==> src/rtl/prng_ctrl_pkg.sv <==
// Shared definitions for the PRNG noise-source sequencer: state encoding and
// run-mode selectors.
package prng_ctrl_pkg;

  typedef enum logic [1:0] {
    ST_IDLE  = 2'd0,
    ST_RUN   = 2'd1,
    ST_BURST = 2'd2,
    ST_DONE  = 2'd3
  } state_e;

  localparam logic MODE_CONT  = 1'b0;
  localparam logic MODE_BURST = 1'b1;

endpackage : prng_ctrl_pkg

==> src/rtl/prng_ctrl_tick_div.sv <==
// Programmable rate divider: o_tick fires once every (i_period + 1) enabled
// cycles, starting i_period cycles after the counter was last cleared.
module tick_div #(
  parameter int DIV_BITS = 8
) (
  input  logic                clk_in,
  input  logic                rst_in_n,
  input  logic                i_clr,
  input  logic                i_en,
  input  logic [DIV_BITS-1:0] i_period,
  output logic                o_tick
);

  logic [DIV_BITS-1:0] r_cnt;

  assign o_tick = i_en && (r_cnt == i_period);

  // Period counter: wraps to zero on tick, holds when disabled.
  always_ff @(posedge clk_in or negedge rst_in_n) begin
    if (!rst_in_n) begin
      r_cnt <= {DIV_BITS{1'b0}};
    end else if (i_clr) begin
      r_cnt <= {DIV_BITS{1'b0}};
    end else if (i_en) begin
      if (o_tick) begin
        r_cnt <= {DIV_BITS{1'b0}};
      end else begin
        r_cnt <= r_cnt + {{(DIV_BITS-1){1'b0}}, 1'b1};
      end
    end else begin
      r_cnt <= r_cnt;
    end
  end

endmodule : tick_div

==> src/rtl/prng_ctrl.sv <==
// Sequencer for the LFSR noise source: paces the PRNG advance enable, runs
// continuously or in triggered bursts, registers samples and counts epochs.
module prng_ctrl
  import prng_ctrl_pkg::*;
#(
  parameter int OUT_BITS   = 4,
  parameter int DIV_BITS   = 8,
  parameter int BURST_BITS = 16,
  parameter int EPOCH_BITS = 8
) (
  input  logic                  clk_in,
  input  logic                  rst_in_n,
  input  logic                  cfg_en_in,
  input  logic                  cfg_mode_in,
  input  logic [DIV_BITS-1:0]   cfg_div_in,
  input  logic [BURST_BITS-1:0] cfg_burst_len_in,
  input  logic                  start_in,
  input  logic                  prng_start_in,
  input  logic [OUT_BITS-1:0]   prng_data_in,
  output logic                  prng_ena_out,
  output logic [OUT_BITS-1:0]   noise_out,
  output logic                  noise_valid_out,
  output logic                  busy_out,
  output logic                  done_out,
  output logic [EPOCH_BITS-1:0] epoch_cnt_out
);

  localparam logic [EPOCH_BITS-1:0] EPOCH_MAX = {EPOCH_BITS{1'b1}};

  state_e                r_state;
  state_e                w_next_state;
  logic [DIV_BITS-1:0]   r_div_lat;
  logic [BURST_BITS-1:0] r_len_lat;
  logic [BURST_BITS-1:0] r_burst_cnt;
  logic [BURST_BITS-1:0] w_burst_cnt_inc;
  logic [OUT_BITS-1:0]   r_noise;
  logic                  r_valid;
  logic                  r_busy;
  logic                  r_done;
  logic [EPOCH_BITS-1:0] r_epoch;
  logic                  w_tick;
  logic                  w_running;
  logic                  w_len_zero;
  logic                  w_div_en;
  logic                  w_div_clr;
  logic                  w_entry;
  logic                  w_last_tick;

  assign w_running       = (r_state == ST_RUN) || (r_state == ST_BURST);
  assign w_len_zero      = (r_len_lat == {BURST_BITS{1'b0}});
  // A zero-length burst must never advance the PRNG, so its divider stays off.
  assign w_div_en        = (r_state == ST_RUN) || ((r_state == ST_BURST) && !w_len_zero);
  assign w_div_clr       = !w_running || (w_next_state != r_state);
  assign w_entry         = (r_state == ST_IDLE) && (w_next_state != ST_IDLE);
  assign w_burst_cnt_inc = r_burst_cnt + {{(BURST_BITS-1){1'b0}}, 1'b1};
  assign w_last_tick     = w_tick && (w_burst_cnt_inc == r_len_lat);

  tick_div #(
    .DIV_BITS (DIV_BITS)
  ) u_tick_div (
    .clk_in   (clk_in),
    .rst_in_n (rst_in_n),
    .i_clr    (w_div_clr),
    .i_en     (w_div_en),
    .i_period (r_div_lat),
    .o_tick   (w_tick)
  );

  // Next-state selection.
  always_comb begin
    w_next_state = r_state;
    case (r_state)
      ST_IDLE: begin
        if (cfg_en_in && (cfg_mode_in == MODE_CONT)) begin
          w_next_state = ST_RUN;
        end else if (cfg_en_in && (cfg_mode_in == MODE_BURST) && start_in) begin
          w_next_state = ST_BURST;
        end else begin
          w_next_state = ST_IDLE;
        end
      end
      ST_RUN: begin
        if (!cfg_en_in) begin
          w_next_state = ST_IDLE;
        end else begin
          w_next_state = ST_RUN;
        end
      end
      ST_BURST: begin
        if (!cfg_en_in) begin
          w_next_state = ST_IDLE;
        end else if (w_len_zero || w_last_tick) begin
          w_next_state = ST_DONE;
        end else begin
          w_next_state = ST_BURST;
        end
      end
      ST_DONE: begin
        w_next_state = ST_IDLE;
      end
      default: begin
        w_next_state = ST_IDLE;
      end
    endcase
  end

  // State register.
  always_ff @(posedge clk_in or negedge rst_in_n) begin
    if (!rst_in_n) begin
      r_state <= ST_IDLE;
    end else begin
      r_state <= w_next_state;
    end
  end

  // Configuration snapshot taken on entry, plus burst progress.
  always_ff @(posedge clk_in or negedge rst_in_n) begin
    if (!rst_in_n) begin
      r_div_lat   <= {DIV_BITS{1'b0}};
      r_len_lat   <= {BURST_BITS{1'b0}};
      r_burst_cnt <= {BURST_BITS{1'b0}};
    end else if (w_entry) begin
      r_div_lat   <= cfg_div_in;
      r_len_lat   <= cfg_burst_len_in;
      r_burst_cnt <= {BURST_BITS{1'b0}};
    end else if (w_tick && (r_state == ST_BURST)) begin
      r_burst_cnt <= w_burst_cnt_inc;
    end else begin
      r_burst_cnt <= r_burst_cnt;
    end
  end

  // Sample capture: the value present at the tick is the pre-advance sample.
  always_ff @(posedge clk_in or negedge rst_in_n) begin
    if (!rst_in_n) begin
      r_noise <= {OUT_BITS{1'b0}};
      r_valid <= 1'b0;
    end else begin
      r_valid <= w_tick;
      if (w_tick) begin
        r_noise <= prng_data_in;
      end else begin
        r_noise <= r_noise;
      end
    end
  end

  // Saturating count of PRNG sequence passes, restarted on every entry.
  always_ff @(posedge clk_in or negedge rst_in_n) begin
    if (!rst_in_n) begin
      r_epoch <= {EPOCH_BITS{1'b0}};
    end else if (w_entry) begin
      r_epoch <= {EPOCH_BITS{1'b0}};
    end else if (w_tick && prng_start_in && (r_epoch != EPOCH_MAX)) begin
      r_epoch <= r_epoch + {{(EPOCH_BITS-1){1'b0}}, 1'b1};
    end else begin
      r_epoch <= r_epoch;
    end
  end

  // Status flags registered from the next state so they align with it.
  always_ff @(posedge clk_in or negedge rst_in_n) begin
    if (!rst_in_n) begin
      r_busy <= 1'b0;
      r_done <= 1'b0;
    end else begin
      r_busy <= (w_next_state == ST_RUN) || (w_next_state == ST_BURST);
      r_done <= (w_next_state == ST_DONE);
    end
  end

  assign prng_ena_out    = w_tick;
  assign noise_out       = r_noise;
  assign noise_valid_out = r_valid;
  assign busy_out        = r_busy;
  assign done_out        = r_done;
  assign epoch_cnt_out   = r_epoch;

endmodule : prng_ctrl

==> config.mk <==
export PLATFORM = sky130hd
export DESIGN_NAME = prng_ctrl
export DESIGN_NICKNAME = d
export VERILOG_FILES = /design/src/rtl/prng_ctrl_pkg.sv /design/src/rtl/prng_ctrl_tick_div.sv /design/src/rtl/prng_ctrl.sv
export SDC_FILE = /design/constraint.sdc
export NUM_CORES = 1
export LEC_CHECK = 0
export ABC_AREA = 0
export ABC_CLOCK_PERIOD_IN_PS = 4400
export CORE_MARGIN = 4
export CORE_UTILIZATION = 40
export CTS_CLUSTER_SIZE = 14
export DETAILED_ROUTE_END_ITERATION = 16
export DONT_BUFFER_PORTS = 1
export GPL_TIMING_DRIVEN = 0
export PLACE_DENSITY = 0.62
export SETUP_SLACK_MARGIN = 0.2
export SLEW_MARGIN = 20
export SYNTH_ARGS = -nofsm -noshare
export SYNTH_HDL_FRONTEND = slang
export SYNTH_SLANG_ARGS = --single-unit
==> constraint.sdc <==
create_clock -name clk_in -period 4.4 [get_ports clk_in]
set_input_delay 0.88 -clock clk_in [delete_from_list [all_inputs] [get_ports clk_in]]
set_output_delay 0.88 -clock clk_in [all_outputs]
set_load 0.02 [all_outputs]
# --- Word-level counts from Yosys, hierarchy flattened ---
# Cells that the tools add are included.
totals:
  regBits: 65
  inputBits: 34
  out_inout_bits: 16
  word_cells: 60
classes:
  n_addsub: 3
  n_eq_ne: 10
  mux: 13
  bitwise_logic: 1
  reduce_logical: 23
op_table:
  columns: ["op", "count"]
  rows:
  - ["8-bit 2-to-1 mux", 5]
  - ["16-bit 2-to-1 mux", 2]
  - ["16-bit by 1-bit adder with 16-bit output, second input constant", 1]
  - ["8-bit by 1-bit adder with 8-bit output, second input constant", 2]
  - ["16-bit equality test", 1]
  - ["16-bit zero test", 1]
  - ["1-bit logical AND", 10]
  - ["2-bit equality test, second input constant", 4]
  - ["8-bit equality test", 1]
  - ["8-bit != test, second input constant", 1]
  - ["2-bit one-hot mux with 4 select lines", 1]
  - ["2-bit nonzero test", 4]
  - ["2-bit 2-to-1 mux", 3]
  - ["1-bit logical OR", 5]
  - ["2-bit by 1-bit equality test with 1-bit output, second input constant", 2]
  - ["1-bit zero test", 2]
  - ["2-bit zero test", 1]
  - ["1-bit 2-to-1 mux", 2]
  - ["2-bit != test", 1]
  - ["1-bit NOT", 1]

# --- Depth between registers and ports, before layout ---
# Gate-level depths: netlist of the first run.
logic_depth:
  depth_word: 13
  ltp_mapped: 14

# --- Hierarchy ---
# Synthesis of the first run repeated with hierarchy kept, for this count alone.
unflattened:
  hier_cells: 344
  hier_area_um2: 3520.9
by_module_without_submodules:
  columns: ["mod", "instances", "cells_per_inst", "area_each_um2", "seq_area_each_um2"]
  rows:
  - ["prng_ctrl", 1, 287, 3006.6, 1426.4]
  - ["tick_div", 1, 57, 514.2, 200.2]

# --- Worst setup path before layout of the first run ---
# OpenSTA, ideal clock, no wires.
synth_timing:
  kind: "reg-to-reg"
  from: "register r_burst_cnt[0]"
  to: "register r_div_lat[0]"
  setup_ns: 0.125
  t_arrival_ns: 3.451
  setup_slack_ns: 0.824
  path_stages_with_launch: 13
  n_path_buf: 1
  synth_period_minus_slack_ns: 3.576
  path_cell_list: "dfrtp_1 -> ha_1 -> nand3_4 -> or3_4 -> or4b_1 -> a2111o_1 -> a211o_1 -> nand2_1 -> inv_1 -> ha_1 -> nor2b_1 -> buf_1 -> mux2_2"
synth_via:
  elab_chain_len: 9
synth_rtl:
  columns: ["item", "line", "rtl"]
  rows:
  - ["start, declared", "prng_ctrl.sv:34", "logic [BURST_BITS-1:0] r_burst_cnt;"]
  - ["start signal, assigned", "prng_ctrl.sv:121", "r_burst_cnt <= {BURST_BITS{1'b0}};"]
  - ["start signal, assigned", "prng_ctrl.sv:125", "r_burst_cnt <= {BURST_BITS{1'b0}};"]
  - ["start signal, assigned", "prng_ctrl.sv:127", "r_burst_cnt <= w_burst_cnt_inc;"]
  - ["16-bit by 1-bit adder with 16-bit output", "prng_ctrl.sv:55", "assign w_burst_cnt_inc = r_burst_cnt + {{(BURST_BITS-1){1'b0}}, 1'b1};"]
  - ["16-bit equality test", "prng_ctrl.sv:56", "assign w_last_tick = w_tick && (w_burst_cnt_inc == r_len_lat);"]
  - ["1-bit logical AND", "prng_ctrl.sv:56", null]
  - ["1-bit logical OR", "prng_ctrl.sv:92", "end else if (w_len_zero || w_last_tick) begin"]
  - ["1-bit 2-to-1 mux", "prng_ctrl.sv:92", null]
  - ["2-bit 2-to-1 mux", "prng_ctrl.sv:90", "if (!cfg_en_in) begin"]
  - ["2-bit one-hot mux with 4 select lines", "prng_ctrl.sv:72", "case (r_state)"]
  - ["net w_next_state[0]", "prng_ctrl.sv:31", "state_e w_next_state;"]
  - ["2-bit nonzero test", "prng_ctrl.sv:54", "assign w_entry = (r_state == ST_IDLE) && (w_next_state != ST_IDLE);"]
  - ["1-bit logical AND", "prng_ctrl.sv:54", null]
  - ["end signal, assigned", "prng_ctrl.sv:119", "r_div_lat <= {DIV_BITS{1'b0}};"]
  - ["end signal, assigned", "prng_ctrl.sv:123", "r_div_lat <= cfg_div_in;"]
  - ["end, declared", "prng_ctrl.sv:32", "logic [DIV_BITS-1:0] r_div_lat;"]
# The timed path passes the listed nets, and every way through them passes these cells.
# A chain may end at the register's enable or synchronous reset.

# --- Worst setup path after layout of the first run ---
layout_timing:
  from: "register r_burst_cnt[0]"
  to: "register r_burst_cnt[13]"
layout_via:
  elab_chain_len: 10
layout_rtl:
  columns: ["item", "line"]
  rows:
  - ["16-bit by 1-bit adder with 16-bit output *", "prng_ctrl.sv:55"]
  - ["16-bit equality test *", "prng_ctrl.sv:56"]
  - ["1-bit logical AND *", "prng_ctrl.sv:56"]
  - ["1-bit logical OR *", "prng_ctrl.sv:92"]
  - ["1-bit 2-to-1 mux *", "prng_ctrl.sv:92"]
  - ["2-bit 2-to-1 mux *", "prng_ctrl.sv:90"]
  - ["2-bit one-hot mux with 4 select lines *", "prng_ctrl.sv:72"]
  - ["net w_next_state[0]", "prng_ctrl.sv:31"]
  - ["2-bit nonzero test *", "prng_ctrl.sv:54"]
  - ["1-bit logical AND *", "prng_ctrl.sv:54"]
  - ["16-bit 2-to-1 mux / 2-bit nonzero test (equally long branches)", null]
# The timed path passes the listed nets; every way through them passes the cells marked *. The select of a mux whose other input is x is not followed.

==> reports/metrics.csv, run 1 <==
stage;metric;value;unit
critical_path;crit end category;flop;
timing;Final Skew;4.551;ps
drt;ANT nets after route;0;
synth;mapped cell area;3566;µm²
global_route;number of global-route vias before repair;2582;
synth;Main synth FF type;dfrtp_1;
critical_path;Slowest-stage cell, CP;or4b_1;
critical_path;worst r2r dst;r_burst_cnt[13];
drt;# DRC;0;
min_path;Hold Path Class;in -> async;
critical_path;Worst EP arrival;4070;ps
timing;post-layout min period;3854;ps
timing;Final TNS setup;0;ps
flow_run;Max Cap Viol;0;
timing;final hold vios;0;
die;Die ar.;10490;µm²
layout;synth-to-layout area growth;10.11;%
global_route;Global Route Usage Sum;0.1584;
cts;Clock Sinks;65;
drt;Via Count;2523;
layout;multi-input logic area;1854;µm²
synth;register bit total from synthesis;65;
critical_path;Critical Path Sink;r_burst_cnt[13];
critical_path;Crit Path Class;reg -> reg;
critical_path;critical path, cell by cell;ha_1 -> nand3_4 -> or3_4 -> or4b_1 -> a2111o_1 -> a211o_1 -> nand2_1 -> inv_1 -> ha_1 -> nor2b_1 -> clkbuf_2 -> clkbuf_2 -> nor2_1;
critical_path;CP required;4610;ps
cts;H-tree depth;3;
timing;# setup viols final;0;
power_and_ir_drop;Sw Share;0.3040;
synth;sequential area share after synthesis;0.4561;
critical_path;Slowest Stage Delay on Critical Path;510;ps
drt;final wirelength;7597;µm
placement;Placement Setup Slack;-44.28;ps
synth;post-synth cell types;51;
timing;Worst-Margin Slew;728.0;ps
cts;hold_buf cts;0;
critical_path;FF-to-FF path depth;13;
critical_path;nature of the critical path startpoint;flop;
global_route;initial antenna violation count;0;
placement;Final GP Congestion;0.8644;
placement;I/O Buffers;0;
drt;1st-pass router iterations;4;
critical_path;CP Launch Point;r_burst_cnt[0];
power_and_ir_drop;P_sw;0.5796;mW
die;I/O pins;50;
cts;CTS tree;yes;
drt;Vias/cell;5.570;
timing;Slew Limit Headroom;0.5085;
power_and_ir_drop;Comb power frac;0.246;
synth;mean post-synth cell area;10.81;µm²
die;Site Rows;34;
cts;cts bufs inserted;9;
timing;Fmax;259.5;MHz
cts;Root Buffer Master;clkbuf_8;
layout;diode count;0;
drt;Initial DRC Count;118;
layout;Final Cell Area;3926;µm²
drt;routed wire length per instance;16.77;µm
cts;clock slew seen by the registers of the worst setup and hold paths;70;ps
power_and_ir_drop;Pwr per Cell Area;485.6;nW/µm²
layout;final net count;383;
die;die extent in y;102.4;µm
placement;placed cell area;3701;µm²
cts;Clock Path Buffers;2;
global_route;GRT overflow;0;
synth;Post-synth EDFFs;0;
power_and_ir_drop;clock power share;0.285;
die;initial core utilization;0.4109;
power_and_ir_drop;static leakage;1.574;nW
timing;Max Slew Vio Count;0;
global_route;first-pass GRT wire length;12850;µm
power_and_ir_drop;Internal;1.327;mW
critical_path;Worst R2R Start;r_burst_cnt[0];
layout;ratio of cells with drive above 1 in the final layout;0.1681;
power_and_ir_drop;part of the power in registers;0.469;
cts;Clock Latency Late Sink;330;ps
global_route;largest net degree at the start of global routing;66;
die;core area;8678;µm²
placement;post-DP HPWL;5548;µm
layout;utilization after layout;0.4524;
power_and_ir_drop;worst vdd ir;280.3;µV
layout;Sequential Area;1627;µm²
die;DIE WIDTH;102.4;µm
synth;Synth Instances;330;
synth;Post-synth ARST share;1.000;
critical_path;Reg2Reg Setup Slack;550;ps
timing;RSZ-0062 raised after global routing;no;
synth;syn_nets;372;
layout;filler instances;845;
status;status;completed;
timing;Worst Slack Setup Final;546.0;ps
synth;Yosys warnings;0;
critical_path;Max FO, Critical Path;10;
cts;Setup Buffers After CTS;0;
timing;final worst path period share;0.8759;
[routing by layer]
metal	routed length (µm)	GRT usage	share of wire	vias up
met5	0	0	0	-
met4	137	0.05954	0.018	0
met3	262	0.04300	0.034	12
met2	3924	0.2632	0.52	34
met1	3272	0.1965	0.43	1251
li1	-	-	-	1226
[state kept, by name, summed over array words and instances, names as in the netlist]
register,flops
busy_out,1
u_tick_div.r_cnt,8
noise_out,4
epoch_cnt_out,8
r_div_lat,8
noise_valid_out,1
r_len_lat,16
done_out,1
r_state,2
r_burst_cnt,16
[cell usage in the layout (no fill, tap or decap), drive strengths merged, types with 5 or more instances in the layout]
cell type | Yosys | routed
nand4 | 8 | 8
nand3 | 15 | 15
nor2 | 27 | 27
a211oi | 8 | 8
inv | 9 | 9
ha | 8 | 8
o2111ai | 5 | 5
nor3 | 5 | 5
xnor2 | 31 | 31
nor4 | 7 | 7
nand2 | 14 | 14
dfrtp | 65 | 65
clkbuf | 6 | 20
or3 | 8 | 8
xor2 | 20 | 20
mux2 | 28 | 28
a21oi | 7 | 7
o21ai | 12 | 12
[cell families (layout without fill, tap and decap cells)]
logic type | Yosys count | count (layout) | share of synthesized area
AOI/OAI and AO/OA | 52 | 52 | 0.1053
adders and majority gates | 8 | 8 | 0.02807
muxes | 31 | 31 | 0.09684
buffers and inverters | 20 | 35 | 0.02632
and+or+nand+nor | 102 | 102 | 0.1558
DFF | 65 | 65 | 0.4561
xor gates and xnor gates | 52 | 52 | 0.1316
[per-stage QoR]
stage	total power, mW	std cells	hold WS, ps
floorplan	1.256	330	502.4
global placement	1.357	438	515.6
detailed placement	1.371	438	517.9
CTS	1.930	453	216.0
global route	2.034	453	208.0
finish	1.907	453	234.1
[synth_stat cells, types with 2 or more instances]
master	count	area [µm²]
and3_1	4	25.02
mux2_2	28	315.3
o31a_1	2	17.52
nand3_1	14	70.07
dfrtp_1	65	1627
nor2_1	27	101.4
and2_1	2	12.51
clkbuf_1	6	22.52
o211ai_1	2	15.01
or3_1	4	25.02
inv_1	9	33.78
nand4_1	8	50.05
nand2_1	13	48.80
or3_2	3	22.52
and4_1	4	35.03
ha_1	8	100.1
a211oi_1	8	60.06
mux2i_1	3	30.03
xor2_1	20	175.2
o2111ai_1	5	43.79
a211o_1	2	17.52
buf_6	2	22.52
a41oi_1	3	26.28
a21oi_1	7	35.03
nor2b_1	3	18.77
nor4_1	7	43.79
buf_1	2	7.510
xnor2_1	31	271.5
nor3_1	5	25.02
o21ai_0	12	60.06
[worst min path at each step]
stage,cells after the start,endpoint
after floorplan,1,r_div_lat[3]
after global placement,1,r_div_lat[4]
after detailed placement,1,r_div_lat[4]
after CTS,0,noise_out[3]
after global routing,0,noise_out[3]
final,0,r_len_lat[6]
[worst max-delay path, delay by kind of cell, from the launching register on]
kind	cells	cell delay [ps]
and+or+nand+nor	6	1390
AOI/OAI and AO/OA	2	710
buffers and inverters	3	690
adders and majority gates	2	490
DFF	1	450
[area by class of cell]
type                       instances  share of cell area
multi-input combinational        245              0.4723
sequential                        65              0.4143
clock buffer                      12             0.03697
tap                              108             0.03442
buffer                            11             0.01689
clock inverter                     3             0.01657
inverter                           9            0.008604
[power by group through the flow]
stage | logic (mW) | registers [mW] | clock network (mW)
detailed placement | 0.463 | 0.908 | 0
CTS | 0.468 | 0.897 | 0.565
global route | 0.524 | 0.914 | 0.595
finish | 0.469 | 0.894 | 0.544
floorplan | 0.393 | 0.863 | 0
global placement | 0.453 | 0.904 | 0
[repair_timing]
item,4_1_cts,5_1_grt
pin swaps,0,0
setup endpoints to repair,31,44
gates resized for setup,2,7
Note: power is estimated with default switching activity, not from simulation.
==> inputs of run 2 (changes only) <==
Settings changed: CORE_UTILIZATION 40 to 30, PLACE_DENSITY 0.62 to 0.52.
==> reports/metrics.csv, run 2 (synthesized netlist as in run 1, its figures left out) <==
stage;metric;value;unit;change
layout;ratio of cells with drive above 1 in the final layout;0.1763;;was 0.1681
die;Die ar.;13690;µm²;was 10,490 µm²
layout;utilization after layout;0.3551;;was 0.4524
drt;# DRC;0;;unchanged
critical_path;worst r2r dst;r_burst_cnt[13];;unchanged
placement;placed cell area;3745;µm²;was 3701 µm²
power_and_ir_drop;static leakage;1.626;nW;was 1.574 nW
critical_path;FF-to-FF path depth;13;;unchanged
timing;Worst-Margin Slew;786.2;ps;was 728.0 ps
global_route;largest net degree at the start of global routing;66;;unchanged
power_and_ir_drop;worst vdd ir;281.7;µV;was 280.3 µV
global_route;GRT overflow;0;;unchanged
critical_path;Reg2Reg Setup Slack;510;ps;was 550 ps
cts;Clock Path Buffers;2;;unchanged
layout;commonest non-fill, non-tap cells in the layout;dfrtp_1 (65), xnor2_1 (31), mux2_2 (28);;unchanged
global_route;first-pass GRT wire length;13210;µm;was 12,850 µm
cts;clock slew seen by the registers of the worst setup and hold paths;60;ps;was 70 ps
die;core area;11520;µm²;was 8678 µm²
die;Site Rows;39;;was 34
layout;Final Cell Area;4089;µm²;was 3926 µm²
cts;hold_buf cts;0;;unchanged
critical_path;CP Launch Point;r_burst_cnt[0];;unchanged
layout;diode count;0;;unchanged
timing;post-layout min period;3889;ps;was 3854 ps
drt;1st-pass router iterations;4;;unchanged
layout;top flop regs;r_burst_cnt (16), r_len_lat (16);;unchanged
timing;# setup viols final;0;;unchanged
cts;Setup Buffers After CTS;0;;unchanged
critical_path;Critical Path Sink;r_burst_cnt[13];;unchanged
drt;Via Count;2517;;was 2,523
drt;Vias/cell;5.147;;was 5.570
timing;final worst path period share;0.8839;;was 0.8759
placement;Inst Count DP;473;;was 438
critical_path;Worst EP arrival;4090;ps;was 4070 ps
timing;Max Slew Vio Count;0;;unchanged
die;I/O pins;50;;unchanged
placement;post-DP HPWL;6023;µm;was 5548 µm
critical_path;Crit Path Class;reg -> reg;;unchanged
critical_path;Worst R2R Start;r_burst_cnt[0];;unchanged
layout;Post-Layout Cell Count;489;;was 453
timing;Worst Slack Setup Final;510.7;ps;was 546.0 ps
drt;routed wire length per instance;16.76;µm;was 16.77 µm
status;status;completed;;unchanged
die;DIE WIDTH;117.0;µm;was 102.4 µm
timing;RSZ-0062 raised after global routing;yes;;was no
global_route;Global Route Usage Sum;0.1246;;was 0.1584
cts;Clock Sinks;65;;unchanged
drt;Initial DRC Count;76;;was 118
layout;commonest non-fill, non-tap cell in the layout;dfrtp_1;;unchanged
die;initial core utilization;0.3096;;was 0.4109
global_route;initial antenna violation count;0;;unchanged
critical_path;CP required;4600;ps;was 4610 ps
flow_run;Max Cap Viol;0;;unchanged
cts;Clock Latency Late Sink;320;ps;was 330 ps
cts;cts bufs inserted;9;;unchanged
placement;I/O Buffers;0;;unchanged
critical_path;nature of the critical path startpoint;flop;;unchanged
min_path;Hold Path Class;in -> async;;unchanged
critical_path;crit end category;flop;;unchanged
cts;post-cts resize count;2;;unchanged
timing;Slew Limit Headroom;0.4736;;was 0.5085
timing;final hold vios;0;;unchanged
drt;ANT nets after route;0;;unchanged
power_and_ir_drop;total power;2.144;mW;was 1.907 mW
cts;Root Buffer Master;clkbuf_16;;was clkbuf_8
global_route;number of global-route vias before repair;2548;;was 2,582
drt;final wirelength;8195;µm;was 7597 µm
timing;Fmax;257.1;MHz;was 259.5 MHz
layout;final net count;383;;unchanged
layout;synth-to-layout area growth;14.67;%;was 10.11%
cts;H-tree depth;3;;unchanged
timing;Final Skew;8.421;ps;was 4.551 ps
placement;Final GP Congestion;0.8029;;was 0.8644
power_and_ir_drop;Pwr per Cell Area;524.3;nW/µm²;was 485.6 nW/µm²
cts;CTS tree;yes;;unchanged
die;die extent in y;117.0;µm;was 102.4 µm
critical_path;Max FO, Critical Path;10;;unchanged
placement;Placement Setup Slack;-124.6;ps;was -44.28 ps
==> run 2: area by class of cell <==
type | instances | area (µm²)
inverter | 9 | 33.78
fill | 1159 | 7427
tap | 143 | 178.9
clock buffer | 10 | 239.0
buffer | 11 | 66.31
clock inverter | 6 | 90.09
sequential | 65 | 1627
multi-input combinational | 245 | 1854
==> run 2: how the worst min path moves through the flow <==
stage / from / endpoint / cells past startpoint / slack, ps
2_1_floorplan: r_div_lat[3] / r_div_lat[3] / 1 / 500
3_3_place_gp: r_div_lat[4] / r_div_lat[4] / 1 / 520
3_5_place_dp: r_div_lat[4] / r_div_lat[4] / 1 / 520
4_1_cts: rst_in_n / r_burst_cnt[6] / 0 / 240
5_1_grt: rst_in_n / r_burst_cnt[6] / 0 / 230
6_report: rst_in_n / r_burst_cnt[6] / 0 / 250
==> run 2: metrics by stage <==
stage | TNS [ps] | hold WS, ps
2_1_floorplan | 0 | 502.4
3_3_place_gp | -1704 | 515.3
3_5_place_dp | -1809 | 524.3
4_1_cts | 0 | 244.6
5_1_grt | 0 | 229.6
6_report | 0 | 251.0
==> run 2: where the power goes <==
group	leakage [nW]	switching, mW	internal (mW)
sequential	0.844	0.158	0.736
clock	0.159	0.264	0.513
combinational	0.623	0.212	0.261
total	1.63	0.634	1.51
==> run 2: layer usage <==
| metal | up-vias | global-route usage | routed length (µm) |
|---|---|---|---|
| li1 | 1225 | - | - |
| met1 | 1220 | 0.1604 | 3636 |
| met2 | 60 | 0.2014 | 4034 |
| met3 | 12 | 0.03959 | 407 |
| met4 | 0 | 0.03746 | 117 |
| met5 | - | 0 | 0 |
==> run 2: critical path, stage by stage, from the launching register on <==
cell and delay, ps:
dfrtp_1 450, ha_1 310, nand3_4 140, or3_4 380, or4b_1 510, a2111o_1 370, a211o_1 350, nand2_1 120
inv_1 40, ha_1 160, nor2b_1 180, clkbuf_2 330, clkbuf_2 320, nor2_1 90
==> inputs of run 3 (changes only) <==
Settings changed: CORE_MARGIN 4 to 3.
==> reports/metrics.csv, run 3 (synthesized netlist as in run 1, its figures left out) <==
stage;metric;value;unit;change
critical_path;Reg2Reg Setup Slack;540;ps;was 510 ps
flow_run;Max Cap Viol;0;;unchanged
timing;final worst path period share;0.8769;;was 0.8839
drt;# DRC;0;;unchanged
die;DIE WIDTH;115.0;µm;was 117.0 µm
drt;Via Count;2500;;was 2,517
cts;H-tree depth;3;;unchanged
timing;Worst-Margin Slew;763.3;ps;was 786.2 ps
die;Die ar.;13230;µm²;was 13,690 µm²
drt;routed wire length per instance;16.57;µm;was 16.76 µm
die;core area;11520;µm²;unchanged
power_and_ir_drop;Pwr per Cell Area;516.6;nW/µm²;was 524.3 nW/µm²
power_and_ir_drop;worst vdd ir;235.9;µV;was 281.7 µV
global_route;Global Route Usage Sum;0.1307;;was 0.1246
cts;Clock Sinks;65;;unchanged
global_route;largest net degree at the start of global routing;66;;unchanged
die;Site Rows;39;;unchanged
cts;cts bufs inserted;9;;unchanged
drt;Initial DRC Count;99;;was 76
timing;Slew Limit Headroom;0.4889;;was 0.4736
die;I/O pins;50;;unchanged
die;initial core utilization;0.3096;;unchanged
layout;diode count;0;;unchanged
power_and_ir_drop;static leakage;1.616;nW;was 1.626 nW
timing;# setup viols final;0;;unchanged
cts;hold_buf cts;0;;unchanged
global_route;first-pass GRT wire length;13430;µm;was 13,210 µm
layout;commonest non-fill, non-tap cell in the layout;dfrtp_1;;unchanged
global_route;GRT overflow;0;;unchanged
placement;Final GP Congestion;0.8590;;was 0.8029
die;die extent in y;115.0;µm;was 117.0 µm
critical_path;critical path, cell by cell;ha_1 -> nand3_4 -> or3_4 -> or4b_1 -> a2111o_1 -> a211o_1 -> nand2_1 -> inv_1 -> ha_1 -> nor2b_1 -> clkbuf_2 -> clkbuf_2 -> nor2_1;;unchanged
layout;commonest non-fill, non-tap cells in the layout;dfrtp_1 (65), xnor2_1 (31), mux2_2 (28);;unchanged
placement;I/O Buffers;0;;unchanged
critical_path;CP required;4600;ps;about the same
critical_path;Worst EP arrival;4060;ps;was 4090 ps
cts;Root Buffer Master;clkbuf_16;;unchanged
drt;ANT nets after route;0;;unchanged
critical_path;Slowest Stage Delay on Critical Path;510;ps;about the same
global_route;initial antenna violation count;0;;unchanged
critical_path;crit end category;flop;;unchanged
layout;top flop regs;r_burst_cnt (16), r_len_lat (16);;unchanged
cts;clock slew seen by the registers of the worst setup and hold paths;60;ps;about the same
placement;Placement Setup Slack;-152.8;ps;was -124.6 ps
critical_path;nature of the critical path startpoint;flop;;unchanged
status;status;completed;;unchanged
layout;filler instances;1172;;was 1,159
timing;Final Skew;5.759;ps;was 8.421 ps
drt;Vias/cell;5.112;;was 5.147
cts;post-cts resize count;2;;unchanged
layout;final net count;383;;unchanged
critical_path;Slowest-stage cell, CP;or4b_1;;unchanged
timing;Final TNS setup;0;ps;unchanged
timing;Worst Slack Setup Final;541.7;ps;was 510.7 ps
timing;final hold vios;0;;unchanged
timing;post-layout min period;3858;ps;was 3889 ps
timing;RSZ-0062 raised after global routing;no;;was yes
drt;final wirelength;8104;µm;was 8195 µm
cts;Clock Latency Late Sink;330;ps;was 320 ps
global_route;number of global-route vias before repair;2553;;was 2,548
timing;Fmax;259.2;MHz;was 257.1 MHz
layout;synth-to-layout area growth;14.04;%;was 14.67%
critical_path;Crit Path Class;reg -> reg;;unchanged
cts;CTS tree;yes;;unchanged
cts;Clock Path Buffers;2;;unchanged
layout;ratio of cells with drive above 1 in the final layout;0.1734;;was 0.1763
placement;post-DP HPWL;5879;µm;was 6023 µm
min_path;Hold Path Class;in -> async;;unchanged
timing;Max Slew Vio Count;0;;unchanged
critical_path;Max FO, Critical Path;10;;unchanged
drt;1st-pass router iterations;4;;unchanged
cts;Setup Buffers After CTS;0;;unchanged
run 3: cell count changes in the layout (fill, tap and decap cells not counted):
cell       previous run  this run
a2111oi_0             0         1
a2111oi_1             1         0
clkbuf_8              1         2
bufinv_16             2         1
clkbuf_1              3         4
inv_6                 1         0
run 3: final timing paths:
kind                              endpoint  cells after the start            from
setup / recovery           r_burst_cnt[13]                     13  r_burst_cnt[0]
hold reg to reg               r_div_lat[2]                      1    r_div_lat[2]
setup reg to reg           r_burst_cnt[13]                     13  r_burst_cnt[0]
max in group asynchronous       r_state[1]                      0        rst_in_n
hold / removal                r_len_lat[5]                      0        rst_in_n
min in group clk_in           r_div_lat[2]                      1    r_div_lat[2]
run 3: metrics by stage:
stage	util	power [mW]	std cells	hold slack, ps	area (µm²)
6_report	0.3531	2.101	489	244.4	4066
4_1_cts	0.3527	2.125	489	233.6	4061
3_3_place_gp	0.3252	1.364	473	514.2	3745
3_5_place_dp	0.3252	1.376	473	521.1	3745
2_1_floorplan	-	1.256	330	502.4	3566
5_1_grt	0.3531	2.220	489	221.7	4066
run 3: area by class of cell:
type	instances	area (µm²)	share of cell area
multi-input cells	245	1853	0.4557
flip-flops and latches	65	1627	0.4000
clock buffers	12	256.5	0.06308
well taps	143	178.9	0.04400
plain buffers	11	66.31	0.01631
clock inverters	4	51.30	0.01262
inverters	9	33.78	0.008308
run 3: per-layer routing:
layer / track usage / vias up / routed length [µm]
li1: - / 1222 / -
met1: 0.1678 / 1228 / 3686
met2: 0.2060 / 38 / 3908
met3: 0.04316 / 12 / 351
met4: 0.04773 / 0 / 157
met5: 0 / - / 0
run 3: power by group:
| part | leakage, nW | switching, mW | total [mW] | internal (mW) |
|---|---|---|---|---|
| Combinational | 0.623 | 0.211 | 0.472 | 0.261 |
| Clock | 0.149 | 0.264 | 0.734 | 0.469 |
| Sequential | 0.844 | 0.159 | 0.895 | 0.736 |
run 3: worst max-delay path, delay by kind of cell (launching register included):
kind                     cells  cell delay [ps]
AND/OR/NAND/NOR              6             1400
AO/OA/AOI/OAI                2              710
buffers and inverters        3              690
adder cells (fa/ha/maj)      2              470
flip-flops                   1              460
